[src/rtl/fetch_decoder_if.sv]
// fetch_decoder_if: fetch-byte port and decoded-record port of fetch_decoder.
// The slave modport is the decoder side; the master modport is the
// fetch/execute side that drives bytes and pops records.
`timescale 1ns/1ps
interface fetch_decoder_if #(
  parameter int WIDTH = 16
) ();
  logic [7:0]       in_data;
  logic             in_valid;
  logic             in_ready;
  logic             out_valid;
  logic             out_ready;
  logic [4:0]       out_class;
  logic [1:0]       out_src;
  logic             out_rel_stack;
  logic [2:0]       out_cond;
  logic [WIDTH-1:0] out_rhs;
  logic [1:0]       out_bytes;
  logic [WIDTH-1:0] out_pc;

  modport slave (
    input  in_data, in_valid, out_ready,
    output in_ready, out_valid, out_class, out_src, out_rel_stack,
           out_cond, out_rhs, out_bytes, out_pc
  );

  modport master (
    output in_data, in_valid, out_ready,
    input  in_ready, out_valid, out_class, out_src, out_rel_stack,
           out_cond, out_rhs, out_bytes, out_pc
  );
endinterface

[src/rtl/fetch_decoder.sv]
// fetch_decoder: byte-serial fetch/decode stage for cora16.
// Assembles one/two-byte instructions, tracks their address, decodes them into
// class/operand records and queues the records in a DEPTH-entry FIFO.
// Optional feature macro: FETCH_DECODER_ILLEGAL_TRAP_EN -- when defined,
// unknown opcodes decode as trap and set the sticky `illegal` flag; when
// undefined, unknown opcodes decode as nop and `illegal` is tied low.
`timescale 1ns/1ps
module fetch_decoder #(
  parameter int WIDTH = 16,
  parameter int DEPTH = 2
) (
  input  logic             clk,
  input  logic             rst,
  input  logic             flush,
  input  logic [WIDTH-1:0] flush_pc,
  output logic             illegal,
  fetch_decoder_if.slave   bus
);

  localparam int AW = (DEPTH > 1) ? $clog2(DEPTH) : 1;
  localparam logic [AW:0] FULL_COUNT = (AW + 1)'(DEPTH);
`ifdef FETCH_DECODER_ILLEGAL_TRAP_EN
  localparam logic [4:0] UNKNOWN_CLASS = 5'd2;
`else
  localparam logic [4:0] UNKNOWN_CLASS = 5'd0;
`endif

  typedef struct packed {
    logic [4:0]       cls;
    logic [1:0]       src;
    logic             rel;
    logic [2:0]       cond;
    logic [WIDTH-1:0] rhs;
    logic [1:0]       bytes;
    logic [WIDTH-1:0] pc;
  } rec_t;

  typedef enum logic {S_IDLE = 1'b0, S_HAVE_HI = 1'b1} state_t;

  state_t           r_state, w_state_next;
  logic [6:0]       r_hi;          // bit7 of a latched hi byte is always 1
  logic [WIDTH-1:0] r_pc;
  logic [WIDTH-1:0] r_hi_pc;
  rec_t             r_mem [DEPTH];
  logic [AW-1:0]    r_wr, r_rd;
  logic [AW:0]      r_count;

  logic             w_full, w_accept, w_push, w_pop, w_unknown;
  logic             w_shr, w_branch;
  logic [14:0]      w_inst;
  logic [3:0]       w_op;
  rec_t             w_dec, w_rec;

  assign w_full        = (r_count == FULL_COUNT);
  assign bus.in_ready  = !rst && !flush && !w_full;
  assign w_accept      = bus.in_valid && bus.in_ready;
  assign bus.out_valid = (r_count != '0);
  assign w_pop         = bus.out_valid && bus.out_ready && !flush;

  // Two-byte instruction view: {hi[6:0], byte}; inst[15] is implied 1.
  assign w_inst   = {r_hi, bus.in_data};
  assign w_op     = w_inst[14:11];
  assign w_branch = (w_op == 4'h8) || (w_op == 4'hA);
  // Shift direction comes from the address LSB only for a direct RAM operand.
  assign w_shr    = (w_inst[10] && !w_inst[8]) ? w_inst[0] : w_inst[8];

  // Assembler state register; flush and reset both return to IDLE.
  always_ff @(posedge clk or posedge rst) begin
    if (rst) begin
      r_state <= S_IDLE;
    end else begin
      r_state <= w_state_next;
    end
  end

  // Assembler next state and instruction-complete strobe.
  always_comb begin
    w_state_next = r_state;
    w_push       = 1'b0;
    case (r_state)
      S_IDLE: begin
        if (w_accept && bus.in_data[7]) begin
          w_state_next = S_HAVE_HI;
        end else if (w_accept) begin
          w_push = 1'b1;
        end else begin
          w_state_next = S_IDLE;
        end
      end
      S_HAVE_HI: begin
        if (w_accept) begin
          w_state_next = S_IDLE;
          w_push       = 1'b1;
        end else begin
          w_state_next = S_HAVE_HI;
        end
      end
      default: w_state_next = S_IDLE;
    endcase
    if (flush) begin
      w_state_next = S_IDLE;
    end else begin
      w_push = w_push && w_accept;
    end
  end

  // Byte address counter and latched first byte of a two-byte instruction.
  always_ff @(posedge clk or posedge rst) begin
    if (rst) begin
      r_pc    <= '0;
      r_hi    <= 7'd0;
      r_hi_pc <= '0;
    end else if (flush) begin
      r_pc    <= flush_pc;
      r_hi    <= 7'd0;
    end else if (w_accept) begin
      r_pc <= r_pc + WIDTH'(1'b1);
      if (r_state == S_IDLE && bus.in_data[7]) begin
        r_hi    <= bus.in_data[6:0];
        r_hi_pc <= r_pc;
      end
    end
  end

  // Decode the instruction completed by the current byte.
  always_comb begin
    w_dec      = '0;
    w_unknown  = 1'b0;
    w_dec.cond = bus.in_data[2:0];
    if (r_state == S_IDLE) begin
      w_dec.bytes = 2'd1;
      w_dec.pc    = r_pc;
      case (bus.in_data)
        8'h0C:   begin w_dec.cls = 5'd24; w_dec.src = 2'd3; end
        8'h0D:   begin w_dec.cls = 5'd25; w_dec.src = 2'd3; end
        8'h10:   w_dec.cls = 5'd12;
        8'h3E:   w_dec.cls = 5'd13;
        8'h3F:   w_dec.cls = 5'd14;
        8'h44:   begin w_dec.cls = 5'd15; w_dec.src = 2'd1; end
        default: begin
          if (bus.in_data <= 8'h0B) w_dec.cls = bus.in_data[4:0];
          else                      w_unknown = 1'b1;
        end
      endcase
    end else begin
      w_dec.bytes = 2'd2;
      w_dec.pc    = r_hi_pc;
      case (w_op)
        4'h0:    w_dec.cls = 5'd15;
        4'h1:    w_dec.cls = 5'd17;
        4'h2:    w_dec.cls = 5'd16;
        4'h3:    w_dec.cls = 5'd18;
        4'h4:    w_dec.cls = 5'd19;
        4'h5:    w_dec.cls = 5'd20;
        4'h6:    w_dec.cls = 5'd21;
        4'h7:    w_dec.cls = w_shr ? 5'd23 : 5'd22;
        4'h8:    w_dec.cls = 5'd24;
        4'hA:    w_dec.cls = 5'd25;
        4'hE:    w_dec.cls = 5'd26;
        default: w_unknown = 1'b1;
      endcase
      if (w_branch) begin
        w_dec.rhs = {{(WIDTH-11){w_inst[10]}}, w_inst[10:0]};
      end else if (w_inst[10]) begin
        w_dec.src = w_inst[8] ? 2'd2 : 2'd1;
        w_dec.rel = w_inst[9];
        if (w_op == 4'h7 && !w_inst[8]) w_dec.rhs = WIDTH'({w_inst[7:1], 1'b0});
        else                            w_dec.rhs = WIDTH'(w_inst[7:0]);
      end else if (w_inst[9]) begin
        // Data-byte form: only the flag survives, in the operand MSB.
        w_dec.rhs[WIDTH-1] = 1'b1;
      end else if (w_inst[8]) begin
        w_dec.rhs = WIDTH'({w_inst[7:0], 8'h00});
      end else begin
        w_dec.rhs = WIDTH'(w_inst[7:0]);
      end
    end
  end

  // Unknown opcodes collapse to a bare nop/trap record.
  always_comb begin
    w_rec = w_dec;
    if (w_unknown) begin
      w_rec.cls = UNKNOWN_CLASS;
      w_rec.src = 2'd0;
      w_rec.rel = 1'b0;
      w_rec.rhs = '0;
    end else begin
      w_rec = w_dec;
    end
  end

  // Decoded-record FIFO; flush empties it and ignores any pop that cycle.
  always_ff @(posedge clk or posedge rst) begin
    if (rst) begin
      r_wr    <= '0;
      r_rd    <= '0;
      r_count <= '0;
      for (int i = 0; i < DEPTH; i++) r_mem[i] <= '0;
    end else if (flush) begin
      r_wr    <= '0;
      r_rd    <= '0;
      r_count <= '0;
    end else begin
      if (w_push) begin
        r_mem[r_wr] <= w_rec;
        r_wr        <= r_wr + AW'(1'b1);
      end
      if (w_pop) r_rd <= r_rd + AW'(1'b1);
      if (w_push && !w_pop)      r_count <= r_count + (AW + 1)'(1'b1);
      else if (!w_push && w_pop) r_count <= r_count - (AW + 1)'(1'b1);
      else                       r_count <= r_count;
    end
  end

  assign bus.out_class     = r_mem[r_rd].cls;
  assign bus.out_src       = r_mem[r_rd].src;
  assign bus.out_rel_stack = r_mem[r_rd].rel;
  assign bus.out_cond      = r_mem[r_rd].cond;
  assign bus.out_rhs       = r_mem[r_rd].rhs;
  assign bus.out_bytes     = r_mem[r_rd].bytes;
  assign bus.out_pc        = r_mem[r_rd].pc;

`ifdef FETCH_DECODER_ILLEGAL_TRAP_EN
  logic r_illegal;
  // Sticky unknown-opcode flag, cleared only by reset.
  always_ff @(posedge clk or posedge rst) begin
    if (rst)                       r_illegal <= 1'b0;
    else if (w_push && w_unknown)  r_illegal <= 1'b1;
    else                           r_illegal <= r_illegal;
  end
  assign illegal = r_illegal;
`else
  assign illegal = 1'b0;
`endif

endmodule
[src/flat_wrapper.sv]
// flat-port wrapper written by rule: the top's interface ports become plain ports
module fetch_decoder_flat 
#(
  parameter int WIDTH = 16,
  parameter int DEPTH = 2
)
  (clk, rst, flush, flush_pc, illegal, bus_in_data, bus_in_valid, bus_out_ready, bus_in_ready, bus_out_valid, bus_out_class, bus_out_src, bus_out_rel_stack, bus_out_cond, bus_out_rhs, bus_out_bytes, bus_out_pc);
  fetch_decoder_if #(.WIDTH(WIDTH)) bus_i ();
  input  logic clk;
  input  logic rst;
  input  logic flush;
  input  logic [WIDTH-1:0] flush_pc;
  output logic illegal;
  input wire logic [$bits(bus_i.in_data)-1:0] bus_in_data;
  input wire logic [$bits(bus_i.in_valid)-1:0] bus_in_valid;
  input wire logic [$bits(bus_i.out_ready)-1:0] bus_out_ready;
  output wire logic [$bits(bus_i.in_ready)-1:0] bus_in_ready;
  output wire logic [$bits(bus_i.out_valid)-1:0] bus_out_valid;
  output wire logic [$bits(bus_i.out_class)-1:0] bus_out_class;
  output wire logic [$bits(bus_i.out_src)-1:0] bus_out_src;
  output wire logic [$bits(bus_i.out_rel_stack)-1:0] bus_out_rel_stack;
  output wire logic [$bits(bus_i.out_cond)-1:0] bus_out_cond;
  output wire logic [$bits(bus_i.out_rhs)-1:0] bus_out_rhs;
  output wire logic [$bits(bus_i.out_bytes)-1:0] bus_out_bytes;
  output wire logic [$bits(bus_i.out_pc)-1:0] bus_out_pc;
  assign bus_i.in_data = bus_in_data;
  assign bus_i.in_valid = bus_in_valid;
  assign bus_i.out_ready = bus_out_ready;
  assign bus_in_ready = bus_i.in_ready;
  assign bus_out_valid = bus_i.out_valid;
  assign bus_out_class = bus_i.out_class;
  assign bus_out_src = bus_i.out_src;
  assign bus_out_rel_stack = bus_i.out_rel_stack;
  assign bus_out_cond = bus_i.out_cond;
  assign bus_out_rhs = bus_i.out_rhs;
  assign bus_out_bytes = bus_i.out_bytes;
  assign bus_out_pc = bus_i.out_pc;
  fetch_decoder #(.WIDTH(WIDTH), .DEPTH(DEPTH)) u_core (.clk(clk), .rst(rst), .flush(flush), .flush_pc(flush_pc), .illegal(illegal), .bus(bus_i));
endmodule
[config.mk]
export PLATFORM = sky130hd
export DESIGN_NAME = fetch_decoder_flat
export DESIGN_NICKNAME = d
export VERILOG_FILES = /design/src/rtl/fetch_decoder_if.sv /design/src/rtl/fetch_decoder.sv /design/src/flat_wrapper.sv
export SDC_FILE = /design/constraint.sdc
export NUM_CORES = 1
export LEC_CHECK = 0
export ABC_AREA = 1
export ABC_CLOCK_PERIOD_IN_PS = 5700
export CAP_MARGIN = 20
export CORE_MARGIN = 2
export CORE_UTILIZATION = 50
export CTS_CLUSTER_DIAMETER = 120
export DETAILED_ROUTE_END_ITERATION = 8
export PLACE_DENSITY_LB_ADDON = 0.12
export SYNTH_ARGS = -nofsm -noshare
export SYNTH_HDL_FRONTEND = slang
export SYNTH_SLANG_ARGS = --single-unit
[constraint.sdc]
create_clock -name clk -period 5.7 [get_ports clk]
set_input_delay 1.425 -clock clk [delete_from_list [all_inputs] [get_ports clk]]
set_output_delay 1.425 -clock clk [all_outputs]
set_load 0.01 [all_outputs]
==> results.yml, run 1 <==
cts:
  clock_latency_ns: 0.42
  htree_levels: 4
  ctsResizeCount: 0
  clockBufferDepth: 2
  hold_buffers: 0
  cts_root_buf: "clkbuf_16"
  post_cts_buffers: 0
  clk_pin_slew_worst_paths_ns: 0.05
  cts_buffers: 17
  cts_tree: "yes"
  cts_sinks: 134
place:
  placed_area_um2: 7520
  place.gp.congestion: 0.934
  dp_hpwl_um: 10700
  port_buffers: 75
route:
  drt-initial-drc-count: 462
  vias: 5808
  post-route-drc-count: 0
  totalWireLength_um: 16100
  vias_per_cell: 5.14
  wl_per_cell_um: 14.3
  dr.pass1.iters: 5
  ant_nets: 0
worst_setup_path:
  timing.rr.start: "u_core.r_count[0]"
  critPathMaxStageDelay_ns: 0.56
  worstPathRequired_ns: 4.28
  cp_max_fo: 19
  cpMaxStageDelayCell: "clkdlybuf4s50_1"
  arrival_ns: 2.78
  crit_chain: "clkdlybuf4s50_1, buf_4, nor3_1, clkdlybuf4s50_1"
  worst_setup_path_start_kind: "primary input"
  cpMostUsedCell: "clkdlybuf4s50_1"
  worstSetupPathType: "in2out"
  cp-end-kind: "output pin"
  crit_start: "flush"
grt:
  grt_usage_pct: 24.1
  antenna_found_initial: 0
  grt_pass1_wl_um: 27300
  grt_pass1_vias: 5530
  grt_max_degree: 81
  grt_overflow: 0
floorplanning:
  core-area_um2: 13200
  dieWidth_um: 120
  row_count: 42
  die_h_um: 120
  ioPinCount: 77
  initial_core_util_pct: 51.0
  dieArea_um2: 14400
synth:
  synth_nets: 911
  syn-instance-count: 881
  yosysWarnings: 0
  syn-mean-instance-area_um2: 7.64
  ys_seq_area_share_pct: 49.8
  async_flop_share_pct: 100
  synth_cell_types: 40
  syn-cell-area_um2: 6730
  synthFlopType: "dfrtp_1"
  synth_edf_count: 0
  ys_seq_elements: 134
finish:
  antenna_cells: 0
  area_delta_synth_final_pct: 21.3
  final_nets: 970
  drive_gt1_share_pct: 6.09
  final_area_um2: 8160
power:
  peakVddDrop_uv: 262
  power_density_nw_per_um2: 402
  leakage_nw: 3.84
sta:
  setup-tns-final_ns: 0
  fin_crit_ns: 4.21
  slew_headroom_pct: 45.3
  hold_viol: 0
  fmax_mhz: 238
  tightest_slew_ns: 0.820
  rsz0062_at_grt: "no"
  period_share_pct: 73.8
  finalMaxSlewViolations: 0
  setup-violations-final: 0
  finClkSkew_ns: 0.00844
job:
  max_cap_viol_count: 0
status:
  outcome: "finished clean"
min_path:
  hold_class: "reg2reg"
  worstHoldStart: "u_core.r_mem[33]"
-- where the power goes --
group | leakage [nW] | internal [W] | switching, W | total [W]
combinational | 1.79 | 0.000387 | 0.000457 | 0.000844
sequential | 1.76 | 0.00117 | 0.000118 | 0.00129
clock | 0.290 | 0.000734 | 0.000405 | 0.00114
total | 3.84 | 0.00230 | 0.000980 | 0.00328
-- cell type report --
cell class / instances / area (µm²)
fillers: 1226 / 5030
flip-flops and latches: 134 / 3350
multi-input cells: 619 / 2810
repair buffers: 83 / 831
clock buffers: 25 / 495
inverters: 85 / 328
well taps: 176 / 220
clock inverters: 7 / 118
-- layer usage --
layer | part of all wire (%) | routed length, µm | GRT usage (%) | vias up
li1 | - | - | - | 2926
met1 | 45 | 7200 | 31.5 | 2707
met2 | 49 | 7870 | 39.5 | 143
met3 | 3.8 | 614 | 4.28 | 32
met4 | 2.5 | 405 | 10.1 | 0
met5 | 0 | 0 | 0 | -
-- sequential cells by signal, summed over array words and instances, names as in the netlist --
register,flops
u_core.r_mem,90
u_core.r_wr,1
u_core.r_rd,1
u_core.r_hi,7
u_core.r_count,2
u_core.r_pc,16
u_core.r_hi_pc,16
u_core.r_state,1
-- cells in the mapped netlist (2+ instances only) --
cell type	n	area (µm²)
o211ai_1	6	45.0
buf_2	9	45.0
nand2_1	334	1250
dfrtp_1	134	3350
nand3_1	41	205
xor2_1	8	70.1
o22ai_1	7	43.8
o21bai_1	3	22.5
o221ai_1	6	52.6
or2_2	2	12.5
nor2_1	35	131
buf_1	2	7.51
a31oi_1	4	25.0
nor3_1	6	30.0
a21oi_1	16	80.1
inv_2	4	15.0
nand2_4	2	22.5
buf_6	7	78.8
buf_4	3	22.5
inv_1	79	297
nand4_1	6	37.5
clkbuf_1	22	82.6
nand2_2	2	12.5
nor2_2	3	18.8
o21ai_1	4	20.0
o21ai_0	122	611
-- kinds of logic after synthesis --
logic type	share of synthesized area (%)
adders and majority gates	0.186
xor gates and xnor gates	1.17
other	0.0557
AOI/OAI and AO/OA	14.0
and+or+nand+nor	26.4
DFF	49.8
buffers and inverters	8.35
-- per-stage QoR --
stage	hold slack (ns)	worst slack [ns]	power, W	util, %	cells
after floorplan	0.449	0.265	0.00177	-	881
final	0.476	1.49	0.00328	61.9	1129
after global routing	0.497	1.41	0.00347	61.9	1129
after CTS	0.480	1.48	0.00330	61.6	1128
after detailed placement	0.465	1.49	0.00216	57.0	1096
after global placement	0.463	1.50	0.00214	57.0	1096
-- critical path, delay by kind of cell --
kind / cells / cell delay, ns
buffers and inverters: 3 / 1.15
and+or+nand+nor: 1 / 0.20
-- path summary, 6_finish.rpt --
path                                     end  slack, ns  depth (start not counted)
max                             bus_in_ready       1.49                          4
min                         u_core.r_mem[33]       0.48                          2
max reg2reg                 u_core.r_mem[64]       3.32                          7
min reg2reg                 u_core.r_mem[33]       0.48                          2
max in group asynchronous        u_core.r_wr       2.84                          5
min in group asynchronous  u_core.r_count[0]       1.54                          3
-- cell usage in the layout, fill, tap and decap left out, types with 2 or more instances in the layout --
master / instances
a21oi_1: 16
a31oi_1: 4
buf_4: 7
bufinv_16: 3
clkbuf_1: 4
clkbuf_16: 17
clkbuf_8: 4
clkdlybuf4s50_1: 75
clkinv_2: 2
clkinvlp_4: 3
dfrtp_1: 133
inv_1: 78
inv_2: 4
nand2_1: 334
nand2_2: 2
nand2_4: 2
nand3_1: 41
nand4_1: 6
nor2_1: 35
nor2_2: 3
nor3_1: 6
o211ai_1: 6
o21ai_0: 122
o21ai_1: 4
o21bai_1: 3
o221ai_1: 6
o22ai_1: 7
or2_2: 2
xor2_1: 8
Power figures use the tool's default switching activity.
==> inputs of run 2 (changes only) <==
--- a/config.mk
+++ b/config.mk
@@ -6,7 +6,7 @@
 export NUM_CORES = 1
 export LEC_CHECK = 0
 export ABC_AREA = 1
-export ABC_CLOCK_PERIOD_IN_PS = 5700
+export ABC_CLOCK_PERIOD_IN_PS = 3600
 export CAP_MARGIN = 20
 export CORE_MARGIN = 2
 export CORE_UTILIZATION = 50
==> constraint.sdc (replaced) <==
create_clock -name clk -period 3.6 [get_ports clk]
set_input_delay 0.9 -clock clk [delete_from_list [all_inputs] [get_ports clk]]
set_output_delay 0.9 -clock clk [all_outputs]
set_load 0.01 [all_outputs]
==> run 2 against run 1 <==
Clock power grew 54%. Worst setup slack lost 1.0 ns. Sequential cell count is the same. Final cell count is essentially flat. Largest power group unchanged. Cell area grew 0.43%. Largest cell class unchanged.
==> results.yml, run 2 (synthesized netlist as in run 1, its figures left out) <==
cts:
  cts_tree: "yes"
  cts_buffers: 17
  cts_sinks: 134
  post_cts_buffers: 0
  clock_latency_ns: 0.41
  clockBufferDepth: 2
  clk_pin_slew_worst_paths_ns: 0.06
  hold_buffers: 0
  ctsResizeCount: 0
  htree_levels: 4
  cts_root_buf: "clkbuf_16"
power:
  leakage_nw: 3.83
  power_w: 0.00517
  peakVddDrop_uv: 410
  power_density_nw_per_um2: 631
finish:
  area_delta_synth_final_pct: 21.8
  final_common_cell: "nand2_1"
  stdcell_count: 1128
  layout.cells.most_common_list: "334 x nand2_1, 133 x dfrtp_1, 80 x o21ai_0"
  drive_gt1_share_pct: 7.25
  final_nets: 970
  largest_register: "u_core.r_mem"
  reg_top3: "u_core.r_mem x90, u_core.r_hi_pc x16, u_core.r_pc x16"
  n_fill_cell: 1195
  largest_register_ff_count: 90
  antenna_cells: 0
worst_setup_path:
  critPathMaxStageDelay_ns: 0.60
  worstSetupPathType: "reg2out"
  arrival_ns: 2.21
  cp_max_fo: 76
  cpLargestDelayFamily: "buffers and inverters"
  crit_buf_inv: 2
  worst_setup_path_start_kind: "flip-flop"
  crit_start: "u_core.r_rd"
  r2r_slack_ns: 1.44
  timing.rr.start: "u_core.r_state"
  crit_chain: "buf_4, nand2_1, o21ai_0, clkdlybuf4s50_1"
  cpMaxStageDelayCell: "clkdlybuf4s50_1"
  cp_num_cells: 4
  cp-end-kind: "output pin"
  worstRegToRegCells: 7
  regToRegEndpoint: "u_core.r_mem[87]"
  worstPathRequired_ns: 2.70
grt:
  grt_overflow: 0
  antenna_found_initial: 0
  grt_usage_pct: 24.9
  grt_pass1_wl_um: 28100
  grt_pass1_vias: 5780
  grt_max_degree: 135
place:
  dp_hpwl_um: 11400
  port_buffers: 75
  dp.cells: 1097
  place.gp.congestion: 0.891
route:
  dr_wl_met3_um: 624
  drt-initial-drc-count: 411
  top_layer: "met4"
  totalWireLength_um: 16600
  dr.pass1.iters: 5
  dr_wl_met2_um: 8310
  ant_nets: 0
  vias: 5941
  drt-met1-wl_um: 7240
  post-route-drc-count: 0
  vias_per_cell: 5.27
  wl_per_cell_um: 14.7
sta:
  rsz0062_at_grt: "no"
  tightest_slew_ns: 0.839
  slew_headroom_pct: 43.6
  period_share_pct: 86.4
  hold_viol: 0
  finClkSkew_ns: 0.00708
  fmax_mhz: 322
  setup-violations-final: 0
  fin_crit_ns: 3.11
  finalMaxSlewViolations: 0
job:
  max_cap_viol_count: 0
min_path:
  worstHoldStart: "u_core.r_mem[42]"
  whs_endpoint: "u_core.r_mem[42]"
  hold_class: "reg2reg"
  min_path_cells: 2
floorplanning:
  initial_core_util_pct: 51.0
  row_count: 42
  dieWidth_um: 120
  dieArea_um2: 14400
  die_h_um: 120
  ioPinCount: 77
  core-area_um2: 13200
status:
  outcome: "finished clean"
-- run 2: per-layer routing --
metal / up-vias / track usage, %
met5: - / 0
met4: 0 / 10.9
met3: 29 / 4.56
met2: 144 / 41.7
met1: 2832 / 31.5
li1: 2936 / -
-- run 2: worst max path at each step --
stage	end	slack, ns
after floorplan	u_core.r_hi[4]	-0.49
after global placement	u_core.r_mem[87]	0.53
after detailed placement	u_core.r_mem[87]	0.50
after CTS	bus_out_pc[15]	0.46
after global routing	bus_out_pc[14]	0.36
final	bus_out_pc[14]	0.49
-- run 2: power by group --
| part | leakage [nW] | internal, W | switching [W] |
|---|---|---|---|
| Sequential | 1.76 | 0.00186 | 0.000164 |
| Clock | 0.283 | 0.00112 | 0.000627 |
| Combinational | 1.79 | 0.000628 | 0.000773 |
| Total | 3.83 | 0.00361 | 0.00156 |
-- run 2: area by class of cell --
cell class | count | area [µm²] | share of cell area (%)
inverter | 85 | 333 | 4.06
timing repair buffer | 83 | 823 | 10.0
sequential | 134 | 3350 | 40.9
multi-input combinational | 619 | 2870 | 35.0
clock inverter | 8 | 124 | 1.51
clock buffer | 23 | 468 | 5.71
tap | 176 | 220 | 2.69
-- run 2: worst reg2reg max path: stages, from the launching register on --
cell	delay (ns)
dfrtp_1	0.41
buf_4	0.29
nor2_2	0.25
nor2_4	0.09
nand2_4	0.23
clkinv_4	0.45
nand3_1	0.23
o21ai_1	0.08
-- run 2: per-stage QoR --
stage          instance area (µm²)  setup TNS (ns)  utilization [%]  worst slack (ns)  hold slack [ns]
3_5_place_dp                  7600               0             57.6             0.496            0.466
4_1_cts                       8190               0             62.1             0.464            0.481
6_report                      8190               0             62.1             0.490            0.478
5_1_grt                       8190               0             62.1             0.355            0.496
3_3_place_gp                  7600               0             57.6             0.527            0.455
2_1_floorplan                 6880          -51.22                -            -0.492            0.442
==> inputs of run 3 (changes only) <==
--- a/config.mk
+++ b/config.mk
@@ -6,7 +6,7 @@
 export NUM_CORES = 1
 export LEC_CHECK = 0
 export ABC_AREA = 1
-export ABC_CLOCK_PERIOD_IN_PS = 3600
+export ABC_CLOCK_PERIOD_IN_PS = 3200
 export CAP_MARGIN = 20
 export CORE_MARGIN = 2
 export CORE_UTILIZATION = 50
==> constraint.sdc (replaced) <==
create_clock -name clk -period 3.2 [get_ports clk]
set_input_delay 0.8 -clock clk [delete_from_list [all_inputs] [get_ports clk]]
set_output_delay 0.8 -clock clk [all_outputs]
set_load 0.01 [all_outputs]
==> run 3 against run 2 <==
Clock power fell by 5%. Sequential power rose by 13%. Global-route usage fell by 0.48 points. Sequential cell count did not move. Worst hold slack got worse by 0.0070 ns. Register-to-register slack got worse by 0.26 ns. Wire length rose by 0.15%. First-iteration DRC count rose by 19%. Die area did not move. Combinational power rose by 14%. Cell area fell by 0.75%. Critical path depth fell by 1. Highest routed layer unchanged.
==> results.yml, run 3 (synthesized netlist as in run 1, its figures left out) <==
worst_setup_path:
  cpMostUsedCell: "clkdlybuf4s50_1"
  cp_max_fo: 4
  arrival_ns: 2.12
  worst_setup_path_start_kind: "primary input"
  worstPathRequired_ns: 2.40
  critPathMaxStageDelay_ns: 0.56
  cpMaxStageDelayCell: "clkdlybuf4s50_1"
  worstSetupPathType: "in2out"
  crit_chain: "clkdlybuf4s50_1, nor3_1, clkdlybuf4s50_1"
  cp-end-kind: "output pin"
route:
  wl_per_cell_um: 14.8
  dr.pass1.iters: 6
  vias: 5912
  ant_nets: 0
  post-route-drc-count: 0
  dr_wl_met3_um: 589
  dr_wl_met2_um: 8600
  drt-met1-wl_um: 7140
  top_layer: "met4"
  drt-initial-drc-count: 490
  vias_per_cell: 5.26
  totalWireLength_um: 16600
sta:
  fmax_mhz: 343
  period_share_pct: 91.2
  rsz0062_at_grt: "no"
  hold_viol: 0
  finClkSkew_ns: 0.00590
  setup-violations-final: 0
  tightest_slew_ns: 0.827
  slew_headroom_pct: 44.3
  finalMaxSlewViolations: 0
  hold_slack_ns: 0.471
  fin_crit_ns: 2.92
cts:
  cts_buffers: 17
  clk_pin_slew_worst_paths_ns: 0.05
  hold_buffers: 0
  clock_latency_ns: 0.41
  htree_levels: 4
  cts_tree: "yes"
  post_cts_buffers: 0
  cts_sinks: 134
  ctsResizeCount: 0
  cts_root_buf: "clkbuf_16"
  clockBufferDepth: 2
floorplanning:
  dieArea_um2: 14400
  die_h_um: 120
  row_count: 42
  core-area_um2: 13200
  dieWidth_um: 120
  ioPinCount: 77
  initial_core_util_pct: 51.0
grt:
  antenna_found_initial: 0
  grt_pass1_wl_um: 27800
  grt_overflow: 0
  grt_max_degree: 135
  grt_pass1_vias: 5786
  grt_usage_pct: 24.4
power:
  p_comb_share_pct: 28.7
  p_clk_share_pct: 30.1
  power_w: 0.00554
  internal_power_w: 0.00381
  seq_power_share_pct: 41.2
  peakVddDrop_uv: 507
  swShare_pct: 31.1
  power_density_nw_per_um2: 681
  leakage_nw: 3.80
  power_switching_w: 0.00172
finish:
  layout.cells.most_common_list: "334 x nand2_1, 133 x dfrtp_1, 80 x o21ai_0"
  register_area_um2: 3350
  final_common_cell: "nand2_1"
  reg_top3: "u_core.r_mem x90, u_core.r_hi_pc x16, u_core.r_pc x16"
  largest_register_ff_count: 90
  antenna_cells: 0
  final_nets: 970
  final_area_um2: 8130
  n_fill_cell: 1181
  stdcell_count: 1124
  largest_register: "u_core.r_mem"
  drive_gt1_share_pct: 7.07
  multi_input_area_um2: 2870
  area_delta_synth_final_pct: 20.9
  post-route-util_pct: 61.7
status:
  outcome: "finished clean"
place:
  dp_hpwl_um: 11200
  place.gp.congestion: 0.920
  placed_area_um2: 7640
  port_buffers: 75
  dp.cells: 1097
min_path:
  hold_class: "reg2reg"
job:
  max_cap_viol_count: 0
run 3: cell types whose count changed in the layout (fill, tap and decap cells not counted), sizes merged:
| cell | change |
|---|---|
| clkbuf | -2 |
| bufinv | -3 |
| clkinvlp | -1 |
| clkinv | +2 |
run 3: final cells by class:
type	count	area share, %
Sequential cell	134	41.2
Timing Repair Buffer	83	10.6
Inverter	85	4.09
Multi-Input combinational cell	619	35.3
Clock inverter	6	0.400
Tap cell	176	2.71
Clock buffer	21	5.66
run 3: worst max-delay path: cells and delay by family:
family | cells | cell delay (ns)
buffers and inverters | 2 | 1.08
AND/OR/NAND/NOR | 1 | 0.23
run 3: worst paths after layout:
check	slack [ns]	end	depth (start not counted)	from
setup / recovery	0.28	bus_in_ready	3	flush
hold / removal	0.47	u_core.r_mem[42]	2	u_core.r_mem[42]
min in group asynchronous	1.02	u_core.r_mem[66]	3	rst
setup reg to reg	1.18	u_core.r_mem[85]	8	u_core.r_count[0]
max in group asynchronous	1.59	u_core.r_rd	3	rst
hold reg to reg	0.47	u_core.r_mem[42]	2	u_core.r_mem[42]
run 3: power groups by stage:
stage / clock [W] / sequential (W) / combinational [W]
global placement: 0 / 0.00229 / 0.00156
global route: 0.00178 / 0.00233 / 0.00178
detailed placement: 0 / 0.00230 / 0.00160
CTS: 0.00170 / 0.00228 / 0.00161
finish: 0.00167 / 0.00228 / 0.00159
floorplan: 0 / 0.00226 / 0.000930
run 3: metrics by stage:
stage	setup slack [ns]	setup TNS [ns]
2_1_floorplan	-0.792	-91.12
3_3_place_gp	0.301	0
3_5_place_dp	0.231	0
4_1_cts	0.280	0
5_1_grt	0.243	0
6_report	0.283	0
run 3: layer usage:
| metal | GRT usage, % | up-vias |
|---|---|---|
| met5 | 0 | - |
| met4 | 8.82 | 0 |
| met3 | 4.71 | 23 |
| met2 | 42.5 | 137 |
| met1 | 30.1 | 2822 |
| li1 | - | 2930 |
